`config.mk`:
```
export PLATFORM = sky130hd
export DESIGN_NAME = reg_file_8x
export DESIGN_NICKNAME = d
export VERILOG_FILES = /design/src/rtl/reg_file_8x.sv
export SDC_FILE = /design/constraint.sdc
export NUM_CORES = 1
export LEC_CHECK = 0
export ABC_AREA = 1
export ABC_CLOCK_PERIOD_IN_PS = 3600
export BUFFER_PORTS_ARGS = -buffer_cell sky130_fd_sc_hd__clkbuf_2
export CAP_MARGIN = 20
export CORE_MARGIN = 8
export CORE_UTILIZATION = 35
export DETAILED_ROUTE_END_ITERATION = 6
export HOLD_SLACK_MARGIN = 0.06
export PLACE_DENSITY = 0.52
export SLEW_MARGIN = 20
export SYNTH_ARGS = -nofsm -noshare
export SYNTH_HDL_FRONTEND = slang
export SYNTH_SLANG_ARGS = --single-unit
```
`constraint.sdc`:
```
create_clock -name clk -period 3.6 [get_ports clk]
set_input_delay 0.36 -clock clk [delete_from_list [all_inputs] [get_ports clk]]
set_output_delay 0.36 -clock clk [all_outputs]
set_load 0.005 [all_outputs]
```
`src/rtl/reg_file_8x.sv`:
```
// 8-entry register file: one-hot write port, two registered read ports with
// write-to-read bypass, sticky multi-hot error flag and an 8-cycle scrub.
module reg_file_8x #(
  parameter int WIDTH = 8
) (
  input  logic             clk,
  input  logic             rst_n,
  input  logic [7:0]       we_oh,
  input  logic [WIDTH-1:0] wd,
  input  logic [2:0]       ra0,
  input  logic [2:0]       ra1,
  input  logic             clr,
  output logic [WIDTH-1:0] rd0,
  output logic [WIDTH-1:0] rd1,
  output logic             busy,
  output logic             err
);

  typedef enum logic {
    IDLE  = 1'b0,
    SCRUB = 1'b1
  } state_t;

  state_t           state, state_next;
  logic [2:0]       ptr, ptr_next;
  logic [WIDTH-1:0] mem [8];

  logic multi_hot;
  logic single_hot;
  logic idle_wr;
  logic scrub_start;
  logic wr_en;

  // Clearing the lowest set bit leaves something only when two or more bits are set.
  assign multi_hot   = |(we_oh & (we_oh - 8'd1));
  assign single_hot  = (we_oh != 8'd0) && !multi_hot;
  assign idle_wr     = (state == IDLE) && !clr;
  assign scrub_start = (state == IDLE) && clr;
  assign wr_en       = idle_wr && single_hot;

  always_comb begin
    // NOTE: every output of this block gets a default first, so no path leaves a latch.
    state_next = state;
    ptr_next   = ptr;
    case (state)
      IDLE: begin
        if (clr) begin
          state_next = SCRUB;
          ptr_next   = 3'd0;
        end
      end
      SCRUB: begin
        ptr_next = ptr + 3'd1;
        if (ptr == 3'd7) state_next = IDLE;
      end
    endcase
  end

  // NOTE: state is updated with non-blocking assignments so every flop samples pre-edge values.
  always_ff @(posedge clk or negedge rst_n) begin
    if (!rst_n) begin
      state <= IDLE;
      ptr   <= 3'd0;
      busy  <= 1'b0;
      err   <= 1'b0;
    end else begin
      state <= state_next;
      ptr   <= ptr_next;
      busy  <= (state_next == SCRUB);
      if (scrub_start)            err <= 1'b0;
      else if (idle_wr && multi_hot) err <= 1'b1;
    end
  end

  // NOTE: the storage array is reset explicitly because reset must zero every entry,
  // which rules out mapping it onto a RAM macro without reset.
  always_ff @(posedge clk or negedge rst_n) begin
    if (!rst_n) begin
      for (int i = 0; i < 8; i++) mem[i] <= '0;
    end else begin
      for (int i = 0; i < 8; i++) begin
        if (wr_en && we_oh[i])                        mem[i] <= wd;
        else if ((state == SCRUB) && (ptr == 3'(i)))  mem[i] <= '0;
      end
    end
  end

  // Bypass only covers accepted writes; scrub zeroing is seen one cycle later.
  always_ff @(posedge clk or negedge rst_n) begin
    if (!rst_n) begin
      rd0 <= '0;
      rd1 <= '0;
    end else begin
      rd0 <= (wr_en && we_oh[ra0]) ? wd : mem[ra0];
      rd1 <= (wr_en && we_oh[ra1]) ? wd : mem[ra1];
    end
  end

endmodule
```
# Word level (Yosys, flattened, before mapping)
# Index checks and enable logic that the tools add are counted.
# totals
register_bits,85
input_bits,25
output_inout_bits,18
wordCells,103
# op_classes
add_sub_neg,2
magnitude_cmp,4
eq_ne,8
muxes,35
bitwise,4
reduce_logical,37
# ops
operator,n
two-way mux 8 bit,22
binary-select mux 8 bit (select 3 bit),2
logical AND 1 bit,23
nonzero test 2 bit,9
"== test 3 bit, second input constant",4
bitwise AND 8 bit,1
">= comparator 4 bit, second input constant",2
"less-than comparator 3 x 4 -> 1 bit, second input constant",2
inverter 3 -> 4 bit,2
nonzero test 8 bit,1
OR reduction 8 bit,1
"subtractor 8 x 1 -> 8 bit, second input constant",1
binary-select mux 1 bit (select 3 bit),2
"== test 3 x 2 -> 1 bit, second input constant",2
two-way mux 1 bit,6
case mux 3 bit (2 select lines),1
"adder 3 x 1 -> 3 bit, second input constant",1
"== test 3 x 1 -> 1 bit, second input constant",1
zero test 3 bit,1
two-way mux 3 bit,1
zero test 1 bit,2
"inequality test 2 bit, second input constant",1
case mux 1 bit (2 select lines),1
inverter 1 bit,1

# Longest topological paths before layout
# Gate-level depths: netlist of the first run.
# depth
word_depth,8
ltp_mapped,11
depth_no_buf,10

# Worst setup path before layout of the first run
# Ideal clock, no wire load.
# synth_path
kind,input port to flip-flop
from,input port we_oh[2]
to,register rd1[0]
setup_ns,0.117
arrival_time_ns,1.426
t_required_ns,3.483
path_slack_ns,2.057
cell_stages,10
n_path_buf,2
cell_sequence,buf_2 o21ai_1 nand2_1 nor2_1 nand3_2 nor2_8 buf_8 nand3_2 nand2_1 nand2_1
# synth_via
elab_chain_len,8
word_cells_on_any_way,11
classes_between,add/sub (1); mux (3); bitwise (1); reduce/logical (6)
# synth_lines
item,line_no,source
"start, declared",8,"input logic [7:0] we_oh,"
subtractor 8 x 1 -> 8 bit,35,assign multi_hot = |(we_oh & (we_oh - 8'd1));
bitwise AND 8 bit,35,
OR reduction 8 bit,35,
zero test 1 bit,36,assign single_hot = (we_oh != 8'd0) && !multi_hot;
logical AND 1 bit,36,
logical AND 1 bit,39,assign wr_en = idle_wr && single_hot;
logical AND 1 bit *,95,rd1 <= (wr_en && we_oh[ra1]) ? wd : mem[ra1];
two-way mux 8 bit *,95,
"end signal, assigned",95,
"end, declared",14,"output logic [WIDTH-1:0] rd1,"
# Every way passes the cells marked *; elsewhere a longest branch is shown, timed or not. The select of a mux whose other input is x is not followed.
# A chain may end at the register's enable or synchronous reset.

# Final worst setup path of the first run
# layout_path
from,register state
to,register mem[53] (netlist name)
# layout_via
elab_chain_len,5
word_cells_on_any_way,7
classes_between,mux (1); bitwise (1); reduce/logical (5)
# layout_lines
item,line_no,source
"start, declared",24,"state_t state, state_next;"
"start signal, assigned",67,state <= state_next;
inverter 1 bit,37,assign idle_wr = (state == IDLE) && !clr;
logical AND 1 bit,37,
logical AND 1 bit,39,
logical AND 1 bit,82,if (wr_en && we_oh[i]) mem[i] <= wd;
two-way mux 8 bit / nonzero test 2 bit (equally long branches),--,
"end signal, assigned by index",82,
"end, declared",26,logic [WIDTH-1:0] mem [8];
# Parallel ways exist; a longest one is shown, timed or not.

==> results of run 1 <==
how the worst max path moves through the flow:
stage	slack [ps]	cells past startpoint	to	startpoint
finish	1200	7	mem[53]$_DFFE_PN0P_	state$_DFF_PN0_
global route	960	7	mem[53]$_DFFE_PN0P_	state$_DFF_PN0_
CTS	1210	7	mem[53]$_DFFE_PN0P_	state$_DFF_PN0_
detailed placement	1120	9	mem[53]$_DFFE_PN0P_	we_oh[5]
global placement	1160	9	mem[52]$_DFFE_PN0P_	we_oh[5]
floorplan	2060	10	rd1[0]$_DFF_PN0_	we_oh[2]
placed cells by master, fill, tap and decap left out:
| master | count |
|---|---|
| nor2_8 | 1 |
| clkinv_1 | 1 |
| buf_4 | 12 |
| o21bai_1 | 1 |
| nor2_4 | 1 |
| nand3_1 | 83 |
| ha_1 | 6 |
| o21ai_1 | 2 |
| nand2_1 | 157 |
| clkinv_2 | 2 |
| nand4_1 | 80 |
| buf_6 | 1 |
| o2bb2ai_1 | 1 |
| clkbuf_2 | 41 |
| o22ai_1 | 17 |
| clkbuf_1 | 2 |
| clkbuf_16 | 9 |
| nor2_1 | 68 |
| clkinvlp_4 | 2 |
| bufinv_16 | 1 |
| nand3_2 | 3 |
| inv_1 | 20 |
| nor2_2 | 1 |
| inv_2 | 2 |
| a21oi_1 | 21 |
| o21a_1 | 1 |
| o21ai_0 | 86 |
| nor3_1 | 1 |
| dfrtp_1 | 85 |
final cells by class:
class / count / area (um2)
fill: 1495 / 8860
clock buffer: 11 / 233
tap: 184 / 230
sequential: 85 / 2130
timing repair buffer: 54 / 307
multi-input combinational: 530 / 2580
inverter: 24 / 91.3
clock inverter: 4 / 50.0
flip-flops by register name (all words and copies together), names as in the netlist:
name / count
mem: 64
rd0: 8
rd1: 8
ptr: 3
err: 1
state: 1
cells by family (layout without fill, tap and decap cells):
| family | count (synthesis) | after routing | share of synthesized area |
|---|---|---|---|
| AND/OR/NAND/NOR | 395 | 395 | 0.355 |
| adder cells (fa/ha/maj) | 6 | 6 | 0.0145 |
| AO/OA/AOI/OAI | 129 | 129 | 0.131 |
| flip-flops | 85 | 85 | 0.412 |
| buffers and inverters | 81 | 93 | 0.0875 |
metrics by stage:
stage | setup WS [ps] | area (um2) | power (W)
2_1_floorplan | 2060 | 5160 | 0.00149
3_3_place_gp | 1160 | 5340 | 0.00167
3_5_place_dp | 1120 | 5340 | 0.00167
4_1_cts | 1210 | 5620 | 0.00261
5_1_grt | 964 | 5620 | 0.00272
6_report | 1200 | 5620 | 0.00259
layer usage:
layer  track usage  share of wire  up-vias
li1              -              -     2445
met5             0              0        -
met1         0.262           0.44     2410
met3        0.0689           0.11       41
met2         0.271           0.42      258
met4        0.0821          0.032        0
power by group:
group	total [W]	internal [W]	switching [W]	leakage (nW)
logic	0.000567	0.000155	0.000412	1.47
registers	0.00110	0.00103	0.0000694	1.16
clock network	0.000925	0.000533	0.000391	0.132
==> impl_metrics.csv, run 1 <==
group,metric,value,unit
power,leakagePower,2.76,nW
synth,synth_area_leaders,"dfrtp_1 (41%), nand2_1 (11%), nand4_1 (9.7%)",
critical_path,r2r_start,"state$_DFF_PN0_",
cts,hold_buffers,0,
placement,routabilityCongestion,0.833,
finish,nets,735,
critical_path,required,3830,ps
cts,worstSkewPairLatency,350,ps
critical_path,r2r-end,"mem[53]$_DFFE_PN0P_",
global_routing,grt_usage,0.194,
cts,clk_pin_slew_worst_paths,60,ps
hold_path,hold_class,"primary input to async pin",
synth,synth.distinct_cells,28,
finish,layout-drive-gt1-share,0.107,
global_routing,overflow,0,
global_routing,grt_max_degree,86,
synth,synth_seq_cells,85,
power,ir_drop,0.347,mV
finish,diodes,0,
synth,async_flop_share,1.00,
synth,syn_avg_cell_area,7.42,um2
placement,io_buffer_count,42,
synth,synth-edff-count,0,
run,timing.max_cap.violations,0,
outcome,status,"complete, no violations",
critical_path,worstPathCellList,"nor2_1, inv_1, nor2_4, buf_4, nand3_1, nand3_1, nand2_1",
critical_path,critical_path.top_delay_family,"simple AND/OR/NAND/NOR gates",
floorplan,ios,43,
critical_path,worstPathMaxFanout,37,
floorplan,initial_core_util,0.357,
power,power_density,460,mW/mm2
sta,slew_violations,0,
synth,synth_area,0.00516,mm2
synth,syn_nets,727,
cts,cts.repair.resized,0,
placement,dp_hpwl,12300,um
global_routing,grt_pass1_vias,4721,
global_routing,antenna_found_initial,0,
synth,seq_area_frac_synth,0.412,
finish,syn_to_final_growth,8.89,%
critical_path,worstRegToRegCells,7,
critical_path,arrival,2630,ps
drt,first_iter_violations,545,
critical_path,crit_slowest_cell,"nor2_4",
drt,ant_nets,0,
critical_path,crit_path_max_incr_delay,700,ps
cts,cts_tree,"done",
finish,final_util,0.388,
synth,netlist_instances,696,
cts,numCtsBuffers,9,
floorplan,core,0.0145,mm2
drt,firstDrtPassIters,6,
critical_path,crit_buf_inv,2,
synth,synth_warnings,0,
critical_path,r2r_slack,1200,ps
global_routing,grt_pass1_wl,27500,um
sta,hold_violations,0,
drt,drt-total-wl,17600,um
critical_path,start_kind,"register",
sta,rsz0062_at_grt,"no",
floorplan,dieArea,0.0189,mm2
sta,fmax,417,MHz
sta,finalHoldWorstSlack,73.9,ps
synth,ys.flop_type,"dfrtp_1",
floorplan,die_height,137,um
cts,clockBufferDepth,2,
sta,tightestPinTransition,872,ps
drt,viasPerCell,5.78,
sta,period_needed,2400,ps
placement,dpl.cell_count,877,
drt,wire_per_inst,19.8,um
sta,max_slew_margin,0.417,
synth,netlist.area_leader.share,0.412,
cts,cts_max_level,3,
finish,instances_no_fill,892,
drt,route.detailed.drc,0,
sta,timing.final.crit_share,0.666,
critical_path,cpMostUsedCell,"nand3_1",
sta,fin_tns_setup,0,ps
critical_path,crit_type,"register to register",
floorplan,die_w,137,um
synth,synth.top_cells.by_count,"nand2_1 (157), o21ai_0 (86), dfrtp_1 (85), nand3_1 (83), nand4_1 (80)",
cts,cts_sinks,85,
floorplan,fp-row-count,44,
sta,finalSetupViolCount,0,
drt,vias,5154,
critical_path,critPathCaptureType,"register",
sta,fin_skew,11.6,ps
cts,postCtsSetupRepairBufs,0,
synth,synth_top_cell_by_area,"dfrtp_1",
synth,yosysMostFrequentCell,"nand2_1",
cts,cts_root_buffer,"clkbuf_16",
Power figures use the tool's default switching activity.
==> inputs of run 2 (changes only) <==
--- a/config.mk
+++ b/config.mk
@@ -5,15 +5,15 @@
 export SDC_FILE = /design/constraint.sdc
 export NUM_CORES = 1
 export LEC_CHECK = 0
-export ABC_AREA = 1
-export ABC_CLOCK_PERIOD_IN_PS = 3600
+export ABC_AREA = 0
+export ABC_CLOCK_PERIOD_IN_PS = 2340
 export BUFFER_PORTS_ARGS = -buffer_cell sky130_fd_sc_hd__clkbuf_2
 export CAP_MARGIN = 20
 export CORE_MARGIN = 8
 export CORE_UTILIZATION = 35
 export DETAILED_ROUTE_END_ITERATION = 6
 export HOLD_SLACK_MARGIN = 0.06
-export PLACE_DENSITY = 0.52
+export PLACE_DENSITY = 0.53
 export SLEW_MARGIN = 20
 export SYNTH_ARGS = -nofsm -noshare
 export SYNTH_HDL_FRONTEND = slang
==> constraint.sdc (replaced) <==
create_clock -name clk -period 2.34 [get_ports clk]
set_input_delay 0.234 -clock clk [delete_from_list [all_inputs] [get_ports clk]]
set_output_delay 0.234 -clock clk [all_outputs]
set_load 0.005 [all_outputs]
==> impl_metrics.csv, run 2 <==
group,metric,value,unit
outcome,status,"complete, no violations",
finish,final_common_cell,"dfrtp_1",
sta,fin_tns_setup,0,ps
global_routing,grt_usage,0.140,
hold_path,hold_class,"primary input to register",
critical_path,critical_path.top_delay_family,"simple AND/OR/NAND/NOR gates",
synth,syn_avg_cell_area,12.0,um2
sta,slew_violations,0,
global_routing,grt_max_degree,59,
power,leakagePower,2.38,nW
critical_path,crit_start,"we_oh[3]",
global_routing,grt_pass1_wl,19300,um
critical_path,critPathCaptureType,"register",
synth,synth-edff-count,0,
placement,io_buffer_count,42,
drt,ant_nets,0,
finish,nFillCells,1233,
synth,netlist_instances,391,
finish,diodes,0,
cts,clockBufferDepth,2,
sta,timing.final.crit_share,0.806,
critical_path,worstPathMaxFanout,8,
finish,final_util,0.419,
floorplan,die_w,132,um
cts,cts_root_buffer,"clkbuf_16",
cts,cts_sinks,85,
critical_path,worstRegToRegCells,6,
global_routing,grt_pass1_vias,3431,
synth,syn_nets,422,
synth,synth_area_leaders,"dfrtp_1 (45%), mux4_2 (17%), mux2i_1 (15%)",
synth,netlist.area_leader.share,0.454,
synth,yosysMostFrequentCell,"dfrtp_1",
finish,instances_no_fill,618,
sta,hold_violations,0,
cts,cts.repair.resized,0,
synth,ys.flop_type,"dfrtp_1",
global_routing,antenna_found_initial,0,
critical_path,crit_slowest_cell,"or4_4",
cts,postCtsSetupRepairBufs,0,
floorplan,dieArea,0.0174,mm2
global_routing,overflow,0,
sta,fin_skew,5.55,ps
critical_path,required,2580,ps
critical_path,crit_type,"primary input to register",
cts,cts_tree,"done",
cts,clk_pin_slew_worst_paths,60,ps
synth,synth_area,0.00469,mm2
critical_path,cp_num_cells,7,
finish,final_cell_mix,"dfrtp_1 (85), nand2_1 (79), mux2i_1 (72), clkbuf_2 (41), mux4_2 (36)",
critical_path,r2r-end,"rd1[7]$_DFF_PN0_",
sta,period_needed,1890,ps
critical_path,worstPathCellList,"clkbuf_2, or4_4, a2111oi_0, a21o_1, and3_1, buf_12, mux2i_1",
critical_path,crit_buf_inv,2,
synth,synth_top_cell_by_area,"dfrtp_1",
power,ir_drop,0.443,mV
finish,largestRegisters,"mem (64), rd0 (8), rd1 (8)",
cts,numCtsBuffers,9,
drt,drt-total-wl,11600,um
critical_path,crit_path_max_incr_delay,590,ps
finish,layout-drive-gt1-share,0.278,
critical_path,r2r_start,"state$_DFF_PN0_",
finish,nets,469,
floorplan,ios,43,
critical_path,arrival,2130,ps
cts,hold_buffers,1,
sta,fmax,530,MHz
cts,cts_max_level,3,
finish,largest_reg_flops,64,
drt,firstDrtPassIters,4,
sta,rsz0062_at_grt,"no",
run,timing.max_cap.violations,0,
synth,synth.top_cells.by_count,"dfrtp_1 (85), nand2_1 (79), mux2i_1 (72), mux4_2 (36), o21ai_0 (16)",
drt,viasPerCell,5.25,
synth,synth_seq_cells,85,
finish,syn_to_final_growth,18.0,%
placement,dpl.cell_count,602,
drt,route.detailed.drc,0,
sta,max_slew_margin,0.682,
synth,synth_warnings,0,
drt,first_iter_violations,193,
placement,dp_hpwl,8600,um
critical_path,endpoint,"rd1[7]$_DFF_PN0_",
critical_path,r2r_slack,610,ps
floorplan,initial_core_util,0.356,
power,power_density,793,mW/mm2
floorplan,core,0.0132,mm2
drt,wire_per_inst,18.8,um
placement,routabilityCongestion,0.784,
synth,synth.distinct_cells,33,
cts,worstSkewPairLatency,340,ps
drt,vias,3247,
critical_path,start_kind,"primary input",
floorplan,die_height,132,um
synth,seq_area_frac_synth,0.454,
finish,regMostFlops,"mem",
floorplan,fp-row-count,42,
sta,tightestPinTransition,473,ps
synth,async_flop_share,1.00,
sta,finalSetupViolCount,0,
==> run 2: kinds of logic (layout without fill, tap and decap cells) <==
| logic type | after synthesis | in the layout | synth area share |
|---|---|---|---|
| fa+ha+maj | 7 | 7 | 0.0181 |
| buf+inv | 38 | 89 | 0.0352 |
| mux | 110 | 110 | 0.331 |
| simple gates | 115 | 115 | 0.111 |
| compound gates | 36 | 36 | 0.0504 |
| flops | 85 | 85 | 0.454 |
==> run 2: area by class of cell <==
cell class / count / area [um2] / share of cell area
sequential: 85 / 2130 / 0.385
tap: 176 / 220 / 0.0398
multi-input combinational: 268 / 2400 / 0.433
timing repair buffer: 61 / 470 / 0.0850
clock buffer: 11 / 243 / 0.0439
clock inverter: 4 / 25.0 / 0.00452
inverter: 13 / 48.8 / 0.00882
==> run 2: worst min path at each step <==
stage / startpoint / endpoint / depth (start not counted) / slack [ps]
6_report: clr / err$_DFFE_PN0P_ / 2 / 110
5_1_grt: clr / err$_DFFE_PN0P_ / 2 / 120
2_1_floorplan: rst_n / err$_DFFE_PN0P_ / 0 / -60
3_5_place_dp: rst_n / rd0[6]$_DFF_PN0_ / 1 / 180
4_1_cts: clr / err$_DFFE_PN0P_ / 2 / 100
3_3_place_gp: rst_n / rd1[6]$_DFF_PN0_ / 1 / 170
==> run 2: layer usage <==
metal / part of all wire / up-vias / track usage
li1: - / 1521 / -
met2: 0.49 / 49 / 0.228
met5: 0 / - / 0
met1: 0.47 / 1667 / 0.185
met4: 0.013 / 0 / 0.0523
met3: 0.028 / 10 / 0.0179
==> run 2: per-stage QoR <==
step	worst slack, ps	power, W	instance area [um2]	hold slack [ps]
after floorplan	340	0.00268	4690	-61.6
after global placement	184	0.00306	5250	175
after detailed placement	132	0.00311	5250	182
after CTS	481	0.00444	5530	102
after global routing	388	0.00466	5530	116
final	455	0.00438	5530	106
==> run 2: power by group <==
part,switching (W),internal (W)
clock network,0.000569,0.000739
registers,0.000218,0.00177
logic,0.000600,0.000491
==> inputs of run 3 (changes only) <==
--- a/config.mk
+++ b/config.mk
@@ -6,14 +6,14 @@
 export NUM_CORES = 1
 export LEC_CHECK = 0
 export ABC_AREA = 0
-export ABC_CLOCK_PERIOD_IN_PS = 2340
+export ABC_CLOCK_PERIOD_IN_PS = 1700
 export BUFFER_PORTS_ARGS = -buffer_cell sky130_fd_sc_hd__clkbuf_2
 export CAP_MARGIN = 20
 export CORE_MARGIN = 8
 export CORE_UTILIZATION = 35
 export DETAILED_ROUTE_END_ITERATION = 6
 export HOLD_SLACK_MARGIN = 0.06
-export PLACE_DENSITY = 0.53
+export PLACE_DENSITY = 0.55
 export SLEW_MARGIN = 20
 export SYNTH_ARGS = -nofsm -noshare
 export SYNTH_HDL_FRONTEND = slang
==> constraint.sdc (replaced) <==
create_clock -name clk -period 1.7 [get_ports clk]
set_input_delay 0.17 -clock clk [delete_from_list [all_inputs] [get_ports clk]]
set_output_delay 0.17 -clock clk [all_outputs]
set_load 0.005 [all_outputs]
==> impl_metrics.csv, run 3 (synthesis results as in run 2) <==
group,metric,value,unit
finish,syn_to_final_growth,22.4,%
global_routing,grt_usage,0.137,
sta,timing.final.crit_share,0.989,
sta,period_needed,1680,ps
global_routing,grt_pass1_wl,19200,um
finish,final_util,0.435,
drt,route.detailed.drc,0,
critical_path,critPathCaptureType,"register",
global_routing,overflow,0,
cts,clockBufferDepth,2,
cts,numCtsBuffers,9,
global_routing,grt_max_degree,34,
critical_path,required,1910,ps
critical_path,worstRegToRegCells,6,
power,ir_drop,0.491,mV
global_routing,grt.met1_usage,0.181,
placement,io_buffer_count,42,
drt,viasPerCell,5.12,
critical_path,crit_path_max_incr_delay,570,ps
drt,ant_nets,0,
placement,routabilityCongestion,0.779,
floorplan,core,0.0132,mm2
finish,layout-drive-gt1-share,0.313,
drt,wire_per_inst,18.0,um
finish,largest_reg_flops,64,
cts,cts_max_level,3,
global_routing,grt_pass1_vias,3526,
sta,hold_violations,0,
sta,max_slew_margin,0.700,
drt,drt-total-wl,11500,um
sta,rsz0062_at_grt,"yes",
critical_path,r2r-end,"mem[5]$_DFFE_PN0P_",
finish,regArea,0.00213,mm2
cts,clk_pin_slew_worst_paths,60,ps
floorplan,fp-row-count,42,
finish,largestRegisters,"mem (64), rd0 (8), rd1 (8)",
floorplan,die_height,132,um
finish,final_cell_mix,"dfrtp_1 (85), nand2_1 (79), mux2i_1 (72), clkbuf_2 (41), mux4_2 (36)",
global_routing,antenna_found_initial,0,
critical_path,crit_slowest_cell,"or4_4",
finish,regMostFlops,"mem",
finish,multi_input_area,0.00241,mm2
floorplan,ios,43,
drt,first_iter_violations,222,
run,timing.max_cap.violations,0,
global_routing,top_usage_layer,"met2",
critical_path,endpoint,"mem[5]$_DFFE_PN0P_",
critical_path,worstPathCellList,"clkbuf_2, or4_4, nor4b_2, or4b_1, buf_6, nand3_1, o21ai_2",
outcome,status,"complete, no violations",
cts,worstSkewPairLatency,340,ps
finish,diodes,0,
sta,finalSetupViolCount,0,
finish,nFillCells,1234,
hold_path,hold_class,"primary input to register",
cts,cts_root_buffer,"clkbuf_16",
placement,dp_hpwl,8840,um
cts,cts_tree,"done",
finish,nets,490,
floorplan,dieArea,0.0174,mm2
sta,tightestPinTransition,446,ps
sta,fmax,595,MHz
power,power_density,1080,mW/mm2
sta,slew_violations,0,
critical_path,r2r_start,"state$_DFF_PN0_",
global_routing,met2_usage,0.223,
floorplan,die_w,132,um
critical_path,crit_start,"we_oh[5]",
power,leakagePower,2.50,nW
critical_path,r2r_slack,90,ps
drt,vias,3278,
floorplan,initial_core_util,0.356,
power,finalPower,0.00623,W
critical_path,arrival,1890,ps
sta,fin_skew,6.38,ps
global_routing,met3_usage,0.0229,
critical_path,crit_type,"primary input to register",
drt,firstDrtPassIters,4,
cts,cts_sinks,85,
finish,final_common_cell,"dfrtp_1",
critical_path,start_kind,"primary input",
critical_path,worstPathMaxFanout,16,
## run 3: changes by cell type in the layout (fill, tap and decap cells not counted), sizes merged
cell	delta
clkbuf	+1
buf	+20
clkinv	+1
bufinv	+1
dlygate4sd3	+1
clkinvlp	-2
## run 3: worst min path at each step
stage                from             endpoint  slack (ps)  depth (start not counted)
floorplan           rst_n      err$_DFFE_PN0P_        -130                          0
global placement    rst_n     rd1[5]$_DFF_PN0_         130                          1
detailed placement  rst_n     rd1[5]$_DFF_PN0_         140                          1
CTS                 wd[6]  mem[14]$_DFFE_PN0P_          60                          3
global route        wd[6]  mem[54]$_DFFE_PN0P_          70                          3
finish              wd[6]  mem[14]$_DFFE_PN0P_          70                          3
## run 3: worst max-delay path, delay by kind of cell
kind                   cells  cell delay, ps
AOI/OAI and AO/OA          1              60
buffers and inverters      2             290
and+or+nand+nor            4            1360
## run 3: cell type report
class	count	share of cell area
multi-input cells	268	0.420
clock buffers	12	0.0412
clock inverters	4	0.00850
repair buffers	82	0.113
well taps	176	0.0384
flip-flops and latches	85	0.370
inverters	13	0.00850
## run 3: metrics by stage
stage / std cells / TNS (ps) / setup WS (ps) / hold slack [ps] / area, um2
after CTS: 640 / 0 / 12.7 / 61.3 / 5730
after global placement: 622 / -19250 / -301 / 132 / 5430
after global routing: 640 / -164 / -27.1 / 73.5 / 5740
after floorplan: 391 / -2870 / -173 / -126 / 4740
after detailed placement: 622 / -22520 / -364 / 142 / 5430
final: 640 / 0 / 19.0 / 68.4 / 5740
## run 3: layer usage
| metal | share of wire | routed length (um) |
|---|---|---|
| met3 | 0.049 | 566 |
| met1 | 0.45 | 5240 |
| met2 | 0.49 | 5630 |
| met4 | 0.0092 | 106 |
| met5 | 0 | 0 |
## run 3: power by group
group	internal, W	switching, W
Combinational	0.000741	0.000828
Sequential	0.00243	0.000297
Clock	0.00114	0.000793
## run 3: what timing repair did
| item | 4_1_cts | 5_1_grt |
|---|---|---|
| hold buffers | 2 | 0 |
| buffers inserted | 0 | 0 |
| setup endpoints to repair | 2 | 61 |
| hold endpoints to repair | 30 | 0 |
| gates resized for setup | 1 | 2 |
